**config.mk**
```make
export PLATFORM = sky130hd
export DESIGN_NAME = timer_counter_flat
export DESIGN_NICKNAME = d
export VERILOG_FILES = /design/src/rtl/timer_counter_pkg.sv /design/src/rtl/timer_counter_if.sv /design/src/rtl/timer_counter.sv /design/src/flat_wrapper.sv
export SDC_FILE = /design/constraint.sdc
export NUM_CORES = 1
export LEC_CHECK = 0
export ABC_CLOCK_PERIOD_IN_PS = 5380
export BUFFER_PORTS_ARGS = -buffer_cell sky130_fd_sc_hd__buf_2
export CORE_ASPECT_RATIO = 1.4
export CORE_UTILIZATION = 45
export DETAILED_ROUTE_END_ITERATION = 6
export HOLD_SLACK_MARGIN = 0.08
export PLACE_DENSITY = 0.73
export SLEW_MARGIN = 20
export SYNTH_ARGS = -nofsm -noshare
export SYNTH_HDL_FRONTEND = slang
export SYNTH_SLANG_ARGS = --single-unit
```
**constraint.sdc**
```tcl
create_clock -name clk -period 5.38 [get_ports clk]
set_clock_uncertainty 0.15 [all_clocks]
set_input_delay 1.076 -clock clk [delete_from_list [all_inputs] [get_ports clk]]
set_output_delay 1.076 -clock clk [all_outputs]
set_load 0.01 [all_outputs]
```
**src/rtl/timer_counter_pkg.sv**
```systemverilog
// timer_counter_pkg: register offsets, CTRL modes, FSM state encodings and bus base addresses.
package timer_counter_pkg;
    localparam logic [1:0] TC_ADDR_CTRL   = 2'd0;
    localparam logic [1:0] TC_ADDR_PRESET = 2'd1;
    localparam logic [1:0] TC_ADDR_COUNT  = 2'd2;
    localparam logic [1:0] TC_MODE_ONESHOT    = 2'b00;
    localparam logic [1:0] TC_MODE_AUTORELOAD = 2'b01;
    localparam logic [31:0] TC0_BASE = 32'h0000_7f00;
    localparam logic [31:0] TC1_BASE = 32'h0000_7f10;
    typedef enum logic [1:0] {
        ST_IDLE = 2'd0,
        ST_LOAD = 2'd1,
        ST_CNT  = 2'd2,
        ST_INT  = 2'd3
    } tc_state_t;
endpackage

```
**src/rtl/timer_counter_if.sv**
```systemverilog
// timer_counter_if: word-access register port between the bridge (master) and a timer (slave).
interface timer_counter_if;
    logic [29:0] Addr;
    logic        WE;
    logic [31:0] Din;
    logic [31:0] Dout;
    logic        IRQ;
    modport master (output Addr, output WE, output Din, input Dout, input IRQ);
    modport slave  (input Addr, input WE, input Din, output Dout, output IRQ);
endinterface

```
**src/rtl/timer_counter.sv**
```systemverilog
// timer_counter: memory-mapped down-counting timer with one-shot/auto-reload modes and a maskable IRQ.
module timer_counter
    import timer_counter_pkg::*;
#(
    parameter int         CNT_W    = 32,
    parameter logic [3:0] CTRL_RST = 4'h0
) (
    input logic             clk,
    input logic             reset,
    timer_counter_if.slave  bus
);
    tc_state_t        state, state_n;
    logic [3:0]       ctrl, ctrl_n;
    logic [CNT_W-1:0] preset, count, count_n;
    logic             irq_flag, irq_flag_n;
    logic             wr_ctrl, wr_preset, en_clr, flag_set, flag_clr, auto_reload;
    logic             unused_addr;

    assign unused_addr = ^bus.Addr[29:2];
    assign wr_ctrl     = bus.WE && bus.Addr[1:0] == TC_ADDR_CTRL;
    assign wr_preset   = bus.WE && bus.Addr[1:0] == TC_ADDR_PRESET;
    assign auto_reload = ctrl[2:1] == TC_MODE_AUTORELOAD;

    always_comb begin
        state_n  = state;
        count_n  = count;
        en_clr   = 1'b0;
        flag_set = 1'b0;
        flag_clr = 1'b0;
        case (state)
            ST_IDLE: state_n = ctrl[0] ? ST_LOAD : ST_IDLE;
            ST_LOAD: begin
                count_n = preset;
                state_n = ST_CNT;
            end
            ST_CNT: begin
                if (!ctrl[0]) begin
                    state_n = ST_IDLE;
                end else if (count > CNT_W'(1)) begin
                    count_n = count - CNT_W'(1);
                end else begin
                    count_n  = '0;
                    flag_set = 1'b1;
                    state_n  = ST_INT;
                end
            end
            default: begin
                state_n  = ST_IDLE;
                en_clr   = !auto_reload;
                flag_clr = auto_reload;
            end
        endcase
    end

    // A CPU write to CTRL overrides the one-shot EN clear in the same cycle
    assign ctrl_n     = wr_ctrl ? bus.Din[3:0] : en_clr ? {ctrl[3:1], 1'b0} : ctrl;
    assign irq_flag_n = (wr_ctrl || wr_preset || flag_clr) ? 1'b0 : flag_set ? 1'b1 : irq_flag;

    always_ff @(posedge clk or posedge reset) begin
        if (reset) begin
            state    <= ST_IDLE;
            ctrl     <= CTRL_RST;
            preset   <= '0;
            count    <= '0;
            irq_flag <= 1'b0;
        end else begin
            state    <= state_n;
            ctrl     <= ctrl_n;
            preset   <= wr_preset ? bus.Din[CNT_W-1:0] : preset;
            count    <= count_n;
            irq_flag <= irq_flag_n;
        end
    end

    assign bus.IRQ  = irq_flag & ctrl[3];
    assign bus.Dout = bus.Addr[1:0] == TC_ADDR_CTRL   ? {28'd0, ctrl} :
                      bus.Addr[1:0] == TC_ADDR_PRESET ? 32'(preset) :
                      bus.Addr[1:0] == TC_ADDR_COUNT  ? 32'(count) : 32'd0;
endmodule

```
**src/flat_wrapper.sv**
```systemverilog
// flat-port wrapper written by rule: the top's interface ports become plain ports
module timer_counter_flat import timer_counter_pkg::*;
#(
    parameter int         CNT_W    = 32,
    parameter logic [3:0] CTRL_RST = 4'h0
)
  (clk, reset, bus_Addr, bus_WE, bus_Din, bus_Dout, bus_IRQ);
  timer_counter_if bus_i ();
  input logic clk;
  input logic reset;
  input wire logic [$bits(bus_i.Addr)-1:0] bus_Addr;
  input wire logic [$bits(bus_i.WE)-1:0] bus_WE;
  input wire logic [$bits(bus_i.Din)-1:0] bus_Din;
  output wire logic [$bits(bus_i.Dout)-1:0] bus_Dout;
  output wire logic [$bits(bus_i.IRQ)-1:0] bus_IRQ;
  assign bus_i.Addr = bus_Addr;
  assign bus_i.WE = bus_WE;
  assign bus_i.Din = bus_Din;
  assign bus_Dout = bus_i.Dout;
  assign bus_IRQ = bus_i.IRQ;
  timer_counter #(.CNT_W(CNT_W), .CTRL_RST(CTRL_RST)) u_core (.clk(clk), .reset(reset), .bus(bus_i));
endmodule
```
==> tab_implementation.tex, run 1 <==
\begin{tabular}{lr}
\hline
Metric & Value \\
\hline
\multicolumn{2}{l}{\textbf{Synth}} \\
\quad Parity-gate share of the synthesized area counting xor and xnor cells & 0\% \\
\quad Fraction of the yosys area taken by sequential cells & between 40 and 50\% \\
\quad Complex-gate fraction of the synthesized area & 21.2\% \\
\quad Cell with the most instances after synthesis & sky130\_fd\_sc\_hd\_\_dfrtp\_1 \\
\quad Main combinational cell family by area after synthesis & compound AO/OA/AOI/OAI gates \\
\quad Netlist area before placement & 3990 um2 \\
\quad Number of register bits inferred by synthesis & 71 \\
\quad Most frequent cells after synthesis & sky130\_fd\_sc\_hd\_\_dfrtp\_1, sky130\_fd\_sc\_hd\_\_mux2\_2, sky130\_fd\_sc\_hd\_\_a22o\_1, sky130\_fd\_sc\_hd\_\_nand2\_1 \\
\quad Post-synth EDFFs & 0 \\
\quad Cell type with the largest total area after synthesis & sky130\_fd\_sc\_hd\_\_dfrtp\_1 \\
\quad Area contributors post-synth & sky130\_fd\_sc\_hd\_\_dfrtp\_1, sky130\_fd\_sc\_hd\_\_mux2\_2, sky130\_fd\_sc\_hd\_\_a22o\_1 \\
\quad Number of unique standard cell types used by synthesis & 50 \\
\quad Async set-or-reset flop fraction in the synthesized netlist & 100\% \\
\quad Basic-gate share of the synthesized area counting and, or, nand and nor cells & 18.7\% \\
\quad Area share of fa/ha/maj cells after synthesis & 0.628\% \\
\quad Proportion of netlist area held by the largest area contributor & 44.6\% \\
\quad Most frequently used flop master after synthesis & sky130\_fd\_sc\_hd\_\_dfrtp\_1 \\
\quad Syn Nets & 451 \\
\quad Post-Synthesis Cells & around 380 \\
\quad Average cell area after synthesis & 10.4 um2 \\
\quad Mux contribution to synthesized area & between 10\% and 20\% \\
\quad Count of yosys warnings during synthesis & 0 \\
\multicolumn{2}{l}{\textbf{Pwr}} \\
\quad Total leakage power & 0.00200 uW \\
\quad NetSw & 922 uW \\
\quad Combinational share of power & approximately a third \\
\quad Worst VDD drop & 0.232 mV \\
\quad Fraction of power consumed by sequential logic & 42.6\% \\
\quad Pwr per Cell Area & 494 nW/um2 \\
\quad Total internal power & 1390 uW \\
\quad Proportion of total power due to net switching & between 30\% and 40\% \\
\quad Overall power consumption & 2310 uW \\
\quad Part of the total power dissipated in the clock network & 22.4\% \\
\multicolumn{2}{l}{\textbf{STA}} \\
\quad Worst slew margin relative to its limit & between 40 and 50\% \\
\quad Final setup fails & 0 \\
\quad Slew at the pin closest to its max-slew limit & about 0.9 ns \\
\quad Final-report max-slew violation count & 0 \\
\quad Final critical delay including setup and external delays & 3.74 ns \\
\quad Number of failing hold endpoints at the final stage & 0 \\
\quad Max Clock Freq & 267 MHz \\
\quad Unrepaired setup endpoints after global routing & false \\
\quad Final worst-path cycle share & between 60 and 70\% \\
\quad Total Negative Setup Slacks & 0 ns \\
\multicolumn{2}{l}{\textbf{Clocking}} \\
\quad Register clock-pin slew on the reported worst setup and hold paths & 0.05 ns \\
\quad Total clock buffers created by CTS & 9 \\
\quad Number of gates resized after cts & 0 \\
\quad Hold-fix buffers, CTS & 0 \\
\quad TritonCTS clock tree & built \\
\quad Number of setup buffers added after CTS & 0 \\
\quad Clock latency of the later-clocked register in the worst-skew pair & 0.34 ns \\
\quad Number of clock sinks & 71 \\
\quad Longest Clk Path Bufs & 2 \\
\quad Root buffer cell & sky130\_fd\_sc\_hd\_\_clkbuf\_16 \\
\quad Number of H-tree branching levels & 3 \\
\multicolumn{2}{l}{\textbf{Die}} \\
\quad Starting density of the core & a little under half \\
\quad Height of the die & approximately 110 um \\
\quad Die footprint & 9240 um2 \\
\quad Core box area & 8610 um2 \\
\quad I/O pin count & between 90 and 100 \\
\quad Die span in x & 81.5 um \\
\quad Number of standard-cell rows in the floorplan & 40 \\
\multicolumn{2}{l}{\textbf{Worst setup path}} \\
\quad WP buf/inv & 3 \\
\quad Category of the critical setup timing path & input port to primary output \\
\quad Launch instance of the worst register-to-register path & u\_core.count[4] \\
\quad Worst endpoint required time & 4.15 ns \\
\quad CP Launch Point & bus\_Addr[0] \\
\quad Cell family with most CP delay & buffers and inverters \\
\quad Critical Path Fanout Max & 15 \\
\quad Startpoint kind of the worst setup timing path & input port \\
\quad Worst path arrival time & roughly 2.5 ns \\
\quad Ordered cell list for the critical path & buf\_2, nor2b\_2, buf\_4, a22o\_1, buf\_2 \\
\quad Highest-delay cell along the critical path & sky130\_fd\_sc\_hd\_\_nor2b\_2 \\
\quad Endpoint class of the critical path & primary output \\
\quad Most frequent cell on the critical path & sky130\_fd\_sc\_hd\_\_buf\_2 \\
\quad Max stage delay on crit path & $\sim$0.6 ns \\
\multicolumn{2}{l}{\textbf{Global routing}} \\
\quad Wire length of the first global-routing pass & 16600 um \\
\quad GRT Resource Usage Total & 23.7\% \\
\quad Pin count of the biggest net entering global routing & 37 \\
\quad Global route total overflow & 0 \\
\quad Via count of the first global-routing pass & 3416 \\
\quad Number of antenna violations at the first check in global routing & 0 \\
\multicolumn{2}{l}{\textbf{Placement}} \\
\quad Hpwl dp & 6870 um \\
\quad Number of buffers inserted by port buffering & 69 \\
\quad Routability congestion estimate & 0.883 \\
\multicolumn{2}{l}{\textbf{Finish}} \\
\quad Total inserted antenna cells & 0 \\
\quad Fraction of final layout cells with drive strength greater than 1 & a little under a third \\
\quad Layout overhead on the synthesized area & 17.3\% \\
\quad Number of nets in the layout & 510 \\
\multicolumn{2}{l}{\textbf{Worst hold path}} \\
\quad Source of the worst hold timing path & u\_core.preset[13] \\
\quad Path category of the worst min-delay check & flip-flop to flip-flop \\
\multicolumn{2}{l}{\textbf{Drt}} \\
\quad DRC viols & 0 \\
\quad Iteration count of the initial detailed-routing pass & 5 \\
\quad Number of vias per cell after detailed routing & 6.25 \\
\quad Total wire length after detailed routing & 10000 um \\
\quad Final ANT Viol Nets & 0 \\
\quad DR vias & 3436 \\
\quad Routed wirelength normalized by instance count & 18.2 um \\
\quad Number of violations reported at the end of detailed-routing iteration 0 & 175 \\
\multicolumn{2}{l}{\textbf{Flow run}} \\
\quad Maximum capacitance violations & 0 \\
\multicolumn{2}{l}{\textbf{Run status}} \\
\quad Outcome & completed \\
\hline
\end{tabular}
[per-layer routing]
layer  share of wire, %  global-route usage, %  vias up
met3                5.0                   4.27       13
met4                2.0                   11.4        0
li1                   -                      -     1629
met5                  0                      0        -
met2                 51                   39.8      108
met1                 42                   28.7     1686
[worst paths after layout]
path	end	slack, ns	cells past startpoint
max	bus_Dout[18]	1.64	5
min	u_core.count[13]	0.37	2
max reg2reg	u_core.count[28]	2.28	6
min reg2reg	u_core.count[13]	0.37	2
max in group asynchronous	u_core.count[28]	3.42	3
min in group asynchronous	u_core.preset[10]	0.72	2
[area by class of cell]
cell class / instances / area (um2)
fill: 780 / 3930
multi-input combinational: 278 / 2090
sequential: 71 / 1780
timing repair buffer: 76 / 398
clock buffer: 11 / 243
tap: 105 / 131
inverter: 7 / 26.3
clock inverter: 2 / 10.0
[flip-flops by register name, summed over array words and instances (netlist names)]
signal	count
u_core.preset	32
u_core.ctrl	4
u_core.count	32
u_core.irq_flag	1
u_core.state	2
[cells by family after synthesis]
kind of cell,count (synthesis)
AND/OR/NAND/NOR,124
AO/OA/AOI/OAI,111
flip-flops,71
multiplexers,41
buffers and inverters,35
adder cells (fa/ha/maj),2
[placed cells by master (no fill, tap or decap), drive strengths merged, types with 4 or more instances in the layout]
cell type,synthesis,layout
a21oi,7,7
a221o,7,7
a22o,28,28
a22oi,15,15
buf,9,76
clkbuf,19,11
dfrtp,71,71
inv,7,7
mux2,35,35
mux2i,6,6
nand2,26,26
nand3,24,24
nor2,10,10
nor2b,5,5
nor3,7,7
nor3b,4,4
nor4,14,14
nor4b,4,4
o211ai,6,6
o21ai,22,22
o311ai,7,7
or3,5,5
or4,14,14
[power groups by stage]
stage	clock network, uW	registers (uW)	logic (uW)
detailed placement	0	985	804
CTS	530	978	812
global route	547	1020	907
finish	519	986	808
floorplan	0	885	647
global placement	0	974	786
[tightest hold or removal path, stage by stage, from the launching register on]
cell                      delay, ns
sky130_fd_sc_hd__dfrtp_1       0.37
sky130_fd_sc_hd__nand2_1       0.05
sky130_fd_sc_hd__o21ai_0       0.06
[per-stage QoR]
step	setup slack, ns	instances	hold WS (ns)	instance area [um2]	util, %
finish	1.64	550	0.373	4680	54.3
global route	1.52	550	0.394	4680	54.3
CTS	1.62	550	0.375	4670	54.3
detailed placement	1.62	537	0.356	4420	51.3
global placement	1.64	537	0.353	4420	51.3
floorplan	1.81	384	0.316	3990	-
Power figures use the tool's default switching activity.
==> inputs of run 2 (changes only) <==
- ABC_CLOCK_PERIOD_IN_PS: 5380 -> 3000
- PLACE_DENSITY: 0.73 -> 0.76
- clock period: 5.38 -> 3 ns (I/O delays scaled with it)
==> run 2 against run 1 <==
  * Utilization up 1.7 points
  * Critical path depth unchanged
  * Global-route usage up 0.60 points
  * Clock-buffer cell count down 1
==> tab_implementation.tex, run 2 (same netlist as run 1, synthesis figures left out) <==
\begin{tabular}{lr}
\hline
Metric & Value \\
\hline
\multicolumn{2}{l}{\textbf{Run status}} \\
\quad Outcome & completed (unchanged) \\
\multicolumn{2}{l}{\textbf{Global routing}} \\
\quad Via count of the first global-routing pass & 3531 (was 3416) \\
\quad Number of antenna violations at the first check in global routing & 0 (unchanged) \\
\quad Pin count of the biggest net entering global routing & 72 (was 37) \\
\quad GRT Resource Usage Total & 24.3\% (was 23.7\%) \\
\quad Global route total overflow & 0 (unchanged) \\
\quad Wire length of the first global-routing pass & 17100 um (was 16600 um) \\
\multicolumn{2}{l}{\textbf{Clocking}} \\
\quad TritonCTS clock tree & built (unchanged) \\
\quad Number of clock sinks & 71 (unchanged) \\
\quad Longest Clk Path Bufs & 2 (unchanged) \\
\quad Register clock-pin slew on the reported worst setup and hold paths & 0.06 ns (was 0.05 ns) \\
\quad Number of H-tree branching levels & 3 (unchanged) \\
\quad Number of gates resized after cts & 0 (unchanged) \\
\quad Clock latency of the later-clocked register in the worst-skew pair & 0.34 ns (about the same) \\
\quad Hold-fix buffers, CTS & 0 (unchanged) \\
\quad Number of setup buffers added after CTS & 0 (unchanged) \\
\quad Total clock buffers created by CTS & 9 (unchanged) \\
\quad Root buffer cell & sky130\_fd\_sc\_hd\_\_clkbuf\_16 (unchanged) \\
\multicolumn{2}{l}{\textbf{Drt}} \\
\quad Routed wirelength normalized by instance count & 18.1 um (was 18.2 um) \\
\quad Number of violations reported at the end of detailed-routing iteration 0 & 238 (was 175) \\
\quad Final ANT Viol Nets & 0 (unchanged) \\
\quad Number of vias per cell after detailed routing & 6.23 (was 6.25) \\
\quad Iteration count of the initial detailed-routing pass & 5 (unchanged) \\
\quad Total wire length after detailed routing & 10300 um (was 10000 um) \\
\quad DRC viols & 0 (unchanged) \\
\quad DR vias & 3540 (was 3436) \\
\multicolumn{2}{l}{\textbf{Placement}} \\
\quad Number of buffers inserted by port buffering & 69 (unchanged) \\
\quad Placed cell count & 553 (was 537) \\
\quad Routability congestion estimate & 0.929 (was 0.883) \\
\quad Worst slack, placed & 0.400 ns (was 1.62 ns) \\
\quad Post-Place Cell Area & 4540 um2 (was 4420 um2) \\
\quad Hpwl dp & 7210 um (was 6870 um) \\
\multicolumn{2}{l}{\textbf{Finish}} \\
\quad Regs by FF count & u\_core.count: 32 flops, u\_core.preset: 32 flops, u\_core.ctrl: 4 flops (unchanged) \\
\quad Layout overhead on the synthesized area & 21.0\% (was 17.3\%) \\
\quad Most frequent standard cell in the layout excluding fill and tap cells & sky130\_fd\_sc\_hd\_\_dfrtp\_1 (unchanged) \\
\quad Top library cells by usage in the layout, fill and taps aside & sky130\_fd\_sc\_hd\_\_dfrtp\_1, sky130\_fd\_sc\_hd\_\_buf\_2, sky130\_fd\_sc\_hd\_\_mux2\_2, sky130\_fd\_sc\_hd\_\_a22o\_1, sky130\_fd\_sc\_hd\_\_nand2\_1 (unchanged) \\
\quad Area of all placed cells without fillers & 4820 um2 (was 4680 um2) \\
\quad Total inserted antenna cells & 0 (unchanged) \\
\quad Utilization after layout & 56.0\% (was 54.3\%) \\
\quad Final Instance Count excl. Fillers & 568 (was 550) \\
\quad Number of nets in the layout & 526 (was 510) \\
\quad Fraction of final layout cells with drive strength greater than 1 & 33.7\% (was 31.2\%) \\
\multicolumn{2}{l}{\textbf{Worst hold path}} \\
\quad Path category of the worst min-delay check & input port to async pin (was flip-flop to flip-flop) \\
\multicolumn{2}{l}{\textbf{STA}} \\
\quad Final-report max-slew violation count & 0 (unchanged) \\
\quad Worst slew margin relative to its limit & 49.3\% (was 40.3\%) \\
\quad Final worst-path cycle share & 87.5\% \\
\quad Final setup fails & 0 (unchanged) \\
\quad Slack of the critical path & 0.374 ns (was 1.64 ns) \\
\quad Number of failing hold endpoints at the final stage & 0 (unchanged) \\
\quad Unrepaired setup endpoints after global routing & false (unchanged) \\
\quad Slew at the pin closest to its max-slew limit & 0.758 ns (was 0.894 ns) \\
\quad Max Clock Freq & about 380 MHz \\
\quad Final critical delay including setup and external delays & 2.63 ns \\
\quad Total Negative Setup Slacks & 0 ns (unchanged) \\
\multicolumn{2}{l}{\textbf{Pwr}} \\
\quad Worst VDD drop & 0.401 mV (was 0.232 mV) \\
\quad Total leakage power & 0.00209 uW (was 0.00200 uW) \\
\quad Pwr per Cell Area & 898 nW/um2 (was 494 nW/um2) \\
\multicolumn{2}{l}{\textbf{Worst setup path}} \\
\quad Worst path arrival time & 2.75 ns (was 2.51 ns) \\
\quad Category of the critical setup timing path & flip-flop to flip-flop (was input port to primary output) \\
\quad Flop2flop setup slack & 0.37 ns (was 2.28 ns) \\
\quad Critical Path Fanout Max & 15 (unchanged) \\
\quad Startpoint kind of the worst setup timing path & flip-flop (was input port) \\
\quad Worst endpoint required time & 3.12 ns (was 4.15 ns) \\
\quad Endpoint class of the critical path & flip-flop (was primary output) \\
\multicolumn{2}{l}{\textbf{Die}} \\
\quad Core box area & 8610 um2 (unchanged) \\
\quad I/O pin count & 98 (unchanged) \\
\quad Number of standard-cell rows in the floorplan & 40 (unchanged) \\
\quad Starting density of the core & 46.3\% (unchanged) \\
\quad Height of the die & 113 um (unchanged) \\
\quad Die footprint & 9240 um2 (unchanged) \\
\quad Die span in x & 81.5 um (unchanged) \\
\multicolumn{2}{l}{\textbf{Flow run}} \\
\quad Maximum capacitance violations & 0 (unchanged) \\
\hline
\end{tabular}
[run 2: changes by cell type in the layout (fill, tap and decap cells not counted), sizes merged]
cell    before  now
buf         76   92
bufinv       0    1
clkinv       2    4
clkbuf      11   10
[run 2: final timing paths]
path,startpoint,endpoint,cells past startpoint
hold reg to reg,u_core.ctrl[1],u_core.ctrl[1],1
setup / recovery,u_core.count[8],u_core.count[29],5
hold / removal,reset,u_core.preset[7],3
setup reg to reg,u_core.count[8],u_core.count[29],5
min in group clk,bus_Din[9],u_core.preset[9],2
max in group asynchronous,reset,u_core.count[15],3
[run 2: power by group]
group | internal, uW | switching (uW)
sequential | 1280 | 482
clock | 632 | 385
combinational | 723 | 829
total | 2630 | 1700
[run 2: final cells by class]
class / count / area, um2
repair buffers: 92 / 531
clock buffers: 10 / 229
well taps: 105 / 131
inverters: 7 / 26.3
flip-flops and latches: 71 / 1780
fillers: 757 / 3790
clock inverters: 5 / 50.0
multi-input cells: 278 / 2080
[run 2: routing by layer]
| metal | routed length [um] | track usage, % | up-vias |
|---|---|---|---|
| met2 | 5120 | 39.2 | 105 |
| met3 | 427 | 4.92 | 25 |
| met4 | 264 | 11.1 | 0 |
| li1 | - | - | 1662 |
| met5 | 0 | 0 | - |
| met1 | 4460 | 30.8 | 1748 |
[run 2: per-stage QoR]
step           total power [uW]  hold slack (ns)
6_report                   4330            0.182
5_1_grt                    4620            0.233
4_1_cts                    4340            0.212
3_5_place_dp               3310            0.368
3_3_place_gp               3250            0.356
2_1_floorplan              2750            0.316
[run 2: worst max-delay path, cell delays in order, from the launching register on]
cell and delay [ns]:
sky130_fd_sc_hd__dfrtp_1 0.47, sky130_fd_sc_hd__nor4_4 0.47, sky130_fd_sc_hd__nand3_2 0.35, sky130_fd_sc_hd__or4_1 0.62, sky130_fd_sc_hd__or4_1 0.41, sky130_fd_sc_hd__nand3_1 0.09
